$ cat config.mk
export PLATFORM = sky130hd
export DESIGN_NAME = load_use_hazard_unit
export DESIGN_NICKNAME = d
export VERILOG_FILES = /design/src/rtl/load_use_hazard_unit.sv
export SDC_FILE = /design/constraint.sdc
export NUM_CORES = 1
export LEC_CHECK = 0
export ABC_AREA = 1
export CAP_MARGIN = 10
export CORE_MARGIN = 2
export CORE_UTILIZATION = 45
export DETAILED_ROUTE_END_ITERATION = 12
export PLACE_DENSITY = 0.76
export SYNTH_ARGS = -nofsm -noshare
export SYNTH_HDL_FRONTEND = slang
export SYNTH_SLANG_ARGS = --single-unit
$ cat constraint.sdc
create_clock -name clk_i -period 2.2 [get_ports clk_i]
set_input_delay 0.22 -clock clk_i [delete_from_list [all_inputs] [get_ports clk_i]]
set_output_delay 0.22 -clock clk_i [all_outputs]
set_load 0.02 [all_outputs]
$ cat src/rtl/load_use_hazard_unit.sv
// load_use_hazard_unit: ID-stage scoreboard of in-flight loads driving stall/bubble, plus a saturating stall counter
module load_use_hazard_unit #(
    parameter int NUM_REGS       = 8,
    parameter int LOAD_LAT       = 1,
    parameter int CNT_W          = 2,
    parameter int PERF_W         = 16,
    parameter int ZERO_REG_FIXED = 1
) (
    input  logic                        clk_i,
    input  logic                        rst_n_i,
    input  logic                        id_valid_i,
    input  logic [$clog2(NUM_REGS)-1:0] id_rs_addr_i,
    input  logic [$clog2(NUM_REGS)-1:0] id_rt_addr_i,
    input  logic                        id_uses_rs_i,
    input  logic                        id_uses_rt_i,
    input  logic [$clog2(NUM_REGS)-1:0] id_write_addr_i,
    input  logic                        id_regwrite_i,
    input  logic                        id_memread_i,
    input  logic                        mem_busy_i,
    input  logic                        flush_i,
    output logic                        stall_o,
    output logic                        bubble_o,
    output logic [NUM_REGS-1:0]         pending_o,
    output logic [PERF_W-1:0]           stall_count_o
);
    localparam int AW = $clog2(NUM_REGS);

    logic [CNT_W-1:0] cnt [NUM_REGS];
    logic hazard, issue, wr_en;

    assign hazard = id_valid_i & ~flush_i &
                    ((id_uses_rs_i & (cnt[id_rs_addr_i] != '0)) | (id_uses_rt_i & (cnt[id_rt_addr_i] != '0)));
    assign issue    = id_valid_i & ~hazard & ~flush_i;
    assign wr_en    = issue & id_regwrite_i & ~(ZERO_REG_FIXED != 0 && id_write_addr_i == '0);
    assign stall_o  = hazard;
    assign bubble_o = hazard | flush_i;

    always_comb begin
        pending_o = '0;
        for (int r = 0; r < NUM_REGS; r++) pending_o[r] = cnt[r] != '0;
    end

    // A younger write to the same register overrides the countdown: loads restart it, ALU writes clear it
    always_ff @(posedge clk_i) begin
        if (!rst_n_i) begin
            for (int r = 0; r < NUM_REGS; r++) cnt[r] <= '0;
            stall_count_o <= '0;
        end else begin
            for (int r = 0; r < NUM_REGS; r++)
                if (wr_en && id_write_addr_i == AW'(r)) cnt[r] <= id_memread_i ? CNT_W'(LOAD_LAT) : '0;
                else if (!mem_busy_i && cnt[r] != '0) cnt[r] <= cnt[r] - 1'b1;
            if (hazard && !(&stall_count_o)) stall_count_o <= stall_count_o + 1'b1;
        end
    end
endmodule

==> results.json, run 1 <==
{
  "tns_ps": 0,
  "clockBufferDepth": 2,
  "grt.busiest_layer": "met2",
  "io_buffers": 43,
  "tritoncts": "built",
  "startpoint": "cnt[5][1]",
  "cts_max_level": 2,
  "core_mm2": 0.004817,
  "syn_inst": 323,
  "fill_cells": 473,
  "place_congestion": 0.8419,
  "rr_startpoint": "cnt[5][1]",
  "p_per_area_mw_per_mm2": 489.1,
  "worstPathRequired_ps": 1980,
  "max_freq_mhz": 484.9,
  "min_from": "stall_count_o[15]",
  "dpl_cell_area_mm2": 0.002816,
  "grt_max_degree": 18,
  "wire_per_inst_um": 11.93,
  "crit_type": "flop to output pin",
  "ctsHoldBuffers": 0,
  "place_ws_ps": -208.6,
  "avgSynthCellArea_um2": 7.097,
  "yosysWarnings": 0,
  "synth_top_area_share_pct": 20.96,
  "rows": 25,
  "synthTopCellsByArea": "edfxtp_1, dfxtp_1, nand3_1",
  "num-nets-final": 403,
  "critPathMaxFanout": 3,
  "drc": 0,
  "hold_class": "flop to flop",
  "die-width_um": 75.37,
  "synthTopCellsByCount": "nand2_1, nand3_1, nor2_1",
  "worst_pin_slew_ps": 432.3,
  "synth-seq-cells": 32,
  "grt_pass1_vias": 2029,
  "grt_antenna_before_repair": 0,
  "viasPerCell": 4.971,
  "numCtsBuffers": 5,
  "die_y_um": 75.37,
  "setup_violations": 0,
  "final_cell_area_mm2": 0.002935,
  "gr-usage-met2_pct": 36.33,
  "initialDrtViolationCount": 102,
  "track_usage_pct": 20.38,
  "drive_gt1_share_pct": 13.00,
  "clk_pin_slew_ps": 70,
  "clock_sinks": 32,
  "rrSetupSlack_ps": 250,
  "netlist_area_mm2": 0.002292,
  "rsz0062_at_grt": "false",
  "use_met1_pct": 23.90,
  "insertedDiodeCount": 0,
  "syn-num-nets": 350,
  "period_share_pct": 93.74,
  "use_met3_pct": 5.026,
  "ys_async_sr_fraction_pct": 0,
  "holdWs_ps": 500.5,
  "dieArea_mm2": 0.005681,
  "vias": 2207,
  "end_kind": "output pin",
  "slew-limit-headroom_pct": 70.73,
  "ir_drop_mv": 0.2747,
  "synth_flop_cell": "edfxtp_1",
  "synth_edf_count": 16,
  "clk_latency_ps": 280,
  "grt.overflow.total": 0,
  "synth.most_common_cell": "nand2_1",
  "fin_skew_ps": 8.520,
  "cts-root-buf": "clkbuf_8",
  "slew_viol_final": 0,
  "cap_violations": 0,
  "ff_latch_area_um2": 800.8,
  "multi_input_area_mm2": 0.001277,
  "hpwl_um": 4087,
  "period_needed_ps": 2062,
  "power.leakage_nw": 1.200,
  "finalHoldViolations": 0,
  "yosysSeqAreaShare_pct": 34.93,
  "firstDrtPassIters": 4,
  "grt_pass1_wl_um": 8769,
  "io-pin-count": 44,
  "floorplan.initialDensity_pct": 47.58,
  "synth_top_area_cell": "edfxtp_1",
  "status": "completed",
  "final_util_pct": 60.94,
  "routed_wl_um": 5296,
  "setup_ws_ps": 137.7,
  "synth_cell_types": 33,
  "ant_nets": 0,
  "syn_to_final_growth_pct": 28.06,
  "arrival_ps": 1840,
  "start_kind": "flop"
}
[worst paths after layout]
| kind | to | cells after the start |
|---|---|---|
| setup reg to reg | cnt[5][1] | 12 |
| setup / recovery | bubble_o | 10 |
| hold reg to reg | stall_count_o[15] | 2 |
| hold / removal | stall_count_o[15] | 2 |
[what timing repair did]
item | CTS | global route
setup buffers | 0 | 2
resized for setup | 9 | 5
setup endpoints to repair | 2 | 2
pin swaps | 1 | 2
[stage by stage]
stage / total power, mW / cells
6_report: 1.436 / 444
5_1_grt: 1.527 / 444
4_1_cts: 1.453 / 442
3_5_place_dp: 1.014 / 434
3_3_place_gp: 1.005 / 434
2_1_floorplan: 0.8802 / 323
[sequential cells by signal (all words and copies together), names as in the netlist]
name and flops:
cnt 16, stall_count_o 16
[per-layer routing]
layer / wire, µm / share of wire, % / up-vias
met5: 0 / 0 / -
met4: 76 / 1.4 / 0
met3: 381 / 7.2 / 7
met2: 2567 / 48 / 72
met1: 2271 / 43 / 981
li1: - / - / 1147
[kinds of logic after synthesis]
logic type	count (synthesis)	share of synthesized area, %
compound gates	21	6.387
xor+xnor	12	4.585
fa+ha+maj	9	4.913
buf+inv	57	10.43
flops	32	34.93
simple gates	192	38.76
[where the power goes]
part           internal (mW)  total, mW  switching, mW
combinational          0.141      0.331          0.191
clock                  0.221      0.426          0.204
sequential             0.660      0.679         0.0185
[critical path, cell delays in order (launching register included)]
cell and delay (ps):
edfxtp_1 410, nor2_2 160, nand2_1 80, nand3_1 80, nand3_1 100, nand3_2 110, nand2_4 60, nand2_2 80
clkinv_2 60, or2_2 260, buf_2 160
[cell usage in the layout, fill, tap and decap left out, types with 3 or more instances in the layout]
cell type / netlist / final
dfxtp_1: 16 / 16
ha_1: 9 / 9
edfxtp_1: 16 / 16
clkdlybuf4s50_1: 0 / 40
nor3_1: 6 / 6
nor2_4: 3 / 5
clkbuf_8: 0 / 5
xnor2_1: 5 / 5
xor2_1: 7 / 7
nand2_1: 65 / 65
nand3_1: 55 / 54
nor2_1: 49 / 45
inv_1: 46 / 46
nand2_2: 4 / 4
buf_4: 0 / 10
nand3_2: 2 / 3
a21oi_2: 9 / 9
nor2_2: 1 / 3
a21oi_1: 7 / 7
[final cells by class]
type	instances	area share [%]
clock buffers	7	2.600
inverters	50	6.436
well taps	67	2.856
repair buffers	53	17.14
flip-flops and latches	32	27.28
multi-input cells	234	43.52
clock inverters	1	0.1705
Power figures use the tool's default switching activity.
==> inputs of run 2 (changes only) <==
--- a/config.mk
+++ b/config.mk
@@ -10,7 +10,9 @@
 export CORE_MARGIN = 2
 export CORE_UTILIZATION = 45
 export DETAILED_ROUTE_END_ITERATION = 12
+export GPL_TIMING_DRIVEN = 0
 export PLACE_DENSITY = 0.76
+export SKIP_CTS_REPAIR_TIMING = 1
 export SYNTH_ARGS = -nofsm -noshare
 export SYNTH_HDL_FRONTEND = slang
 export SYNTH_SLANG_ARGS = --single-unit
==> results.json, run 2 (same netlist as run 1, synthesis figures left out) <==
{
  "gr-usage-met2_pct": 33.53,
  "slew-limit-headroom_pct": 52.55,
  "tritoncts": "built",
  "floorplan.initialDensity_pct": 47.58,
  "clk_latency_ps": 280,
  "end_kind": "output pin",
  "insertedDiodeCount": 0,
  "cts_max_level": 2,
  "cts-root-buf": "clkbuf_8",
  "die_y_um": 75.37,
  "rsz0062_at_grt": "false",
  "clk_pin_slew_ps": 60,
  "rows": 25,
  "slew_viol_final": 0,
  "period_needed_ps": 2081,
  "ant_nets": 0,
  "layout_commonest_cell": "nand2_1",
  "cap_violations": 0,
  "grt.busiest_layer": "met2",
  "setup_violations": 0,
  "initialDrtViolationCount": 99,
  "use_met3_pct": 3.704,
  "final_util_pct": 60.36,
  "firstDrtPassIters": 4,
  "numCtsBuffers": 5,
  "hold_class": "input port to flop",
  "worstPathRequired_ps": 1980,
  "wire_per_inst_um": 11.97,
  "final_cell_area_mm2": 0.002908,
  "io_buffers": 42,
  "drc": 0,
  "hpwl_um": 4092,
  "tns_ps": 0,
  "io-pin-count": 44,
  "die-width_um": 75.37,
  "worst_pin_slew_ps": 711.7,
  "clock_sinks": 32,
  "use_met1_pct": 27.44,
  "power.leakage_nw": 1.182,
  "max_freq_mhz": 480.6,
  "crit_type": "input port to output pin",
  "grt_antenna_before_repair": 0,
  "num-nets-final": 402,
  "dieArea_mm2": 0.005681,
  "grt_pass1_wl_um": 8970,
  "start_kind": "input port",
  "post-place-cells": 432,
  "core_mm2": 0.004817,
  "viasPerCell": 4.903,
  "finalHoldViolations": 0,
  "arrival_ps": 1860,
  "critPathMaxFanout": 6,
  "track_usage_pct": 20.66,
  "period_share_pct": 94.59,
  "reg.largest.list": "cnt x16, stall_count_o x16",
  "place_congestion": 0.8971,
  "vias": 2172,
  "layout.cells.non_filler": 443,
  "status": "completed",
  "dpl_cell_area_mm2": 0.002796,
  "syn_to_final_growth_pct": 26.86,
  "drive_gt1_share_pct": 12.50,
  "grt.overflow.total": 0,
  "clockBufferDepth": 2,
  "routed_wl_um": 5302,
  "fin_skew_ps": 14.94,
  "p_per_area_mw_per_mm2": 495.1,
  "ir_drop_mv": 0.2885,
  "grt_max_degree": 11,
  "grt_pass1_vias": 2048,
  "layout_common_cells": "nand2_1, nand3_1, inv_1, nor2_1, clkdlybuf4s50_1"
}
-- run 2: changes by cell type in the layout (fill, tap and decap cells not counted), moves of 2 or more --
cell / change
buf_4: -7
clkbuf_2: +2
buf_1: +2
nor2_2: +2
nor2_4: -2
buf_6: +3
-- run 2: worst paths after layout --
kind,cells after the start,from,slack [ps],endpoint
setup / recovery,11,id_rt_addr_i[0],120,bubble_o
hold / removal,3,rst_n_i,290,stall_count_o[0]
setup reg to reg,11,cnt[5][0],330,cnt[5][1]
hold reg to reg,2,stall_count_o[15],500,stall_count_o[15]
-- run 2: critical path: stages --
cell and delay, ps:
clkdlybuf4s50_1 490, inv_2 120, nand3_1 100, nand3_1 90
nand3b_1 90, nand3_2 80, nand2_4 90, nand2_4 90
inv_4 50, or2_2 270, clkbuf_2 160
-- run 2: where the power goes --
part	leakage, nW	internal [mW]	switching, mW
logic	0.840	0.136	0.190
registers	0.297	0.660	0.0159
clock network	0.0453	0.215	0.224
-- run 2: final cells by class --
class | count | area, µm²
Buffer | 7 | 50.05
Clock buffer | 5 | 68.82
Clock inverter | 3 | 13.76
Fill cell | 471 | 1909
Inverter | 50 | 190.2
Multi-Input combinational cell | 234 | 1267
Sequential cell | 32 | 800.8
Tap cell | 67 | 83.83
Timing Repair Buffer | 45 | 432.9
-- run 2: routing by layer --
metal  part of all wire, %  routed length, µm
met1                    47               2513
met2                    46               2436
met3                   5.1                269
met4                   1.6                 83
met5                     0                  0
-- run 2: metrics by stage --
stage | total power, mW | hold slack, ps | worst slack (ps)
global placement | 0.9983 | 479.6 | -337.4
finish | 1.440 | 293.2 | 119.1
floorplan | 0.8802 | 431.5 | 472.4
global route | 1.521 | 299.3 | 12.74
CTS | 1.439 | 284.7 | -420.1
detailed placement | 1.006 | 490.2 | -362.1
==> inputs of run 3 (changes only) <==
--- a/config.mk
+++ b/config.mk
@@ -6,7 +6,6 @@
 export NUM_CORES = 1
 export LEC_CHECK = 0
 export ABC_AREA = 1
-export CAP_MARGIN = 10
 export CORE_MARGIN = 2
 export CORE_UTILIZATION = 45
 export DETAILED_ROUTE_END_ITERATION = 12
==> results of run 3 <==
Same layout as run 2: the final DEF is identical, and so are final timing and power.
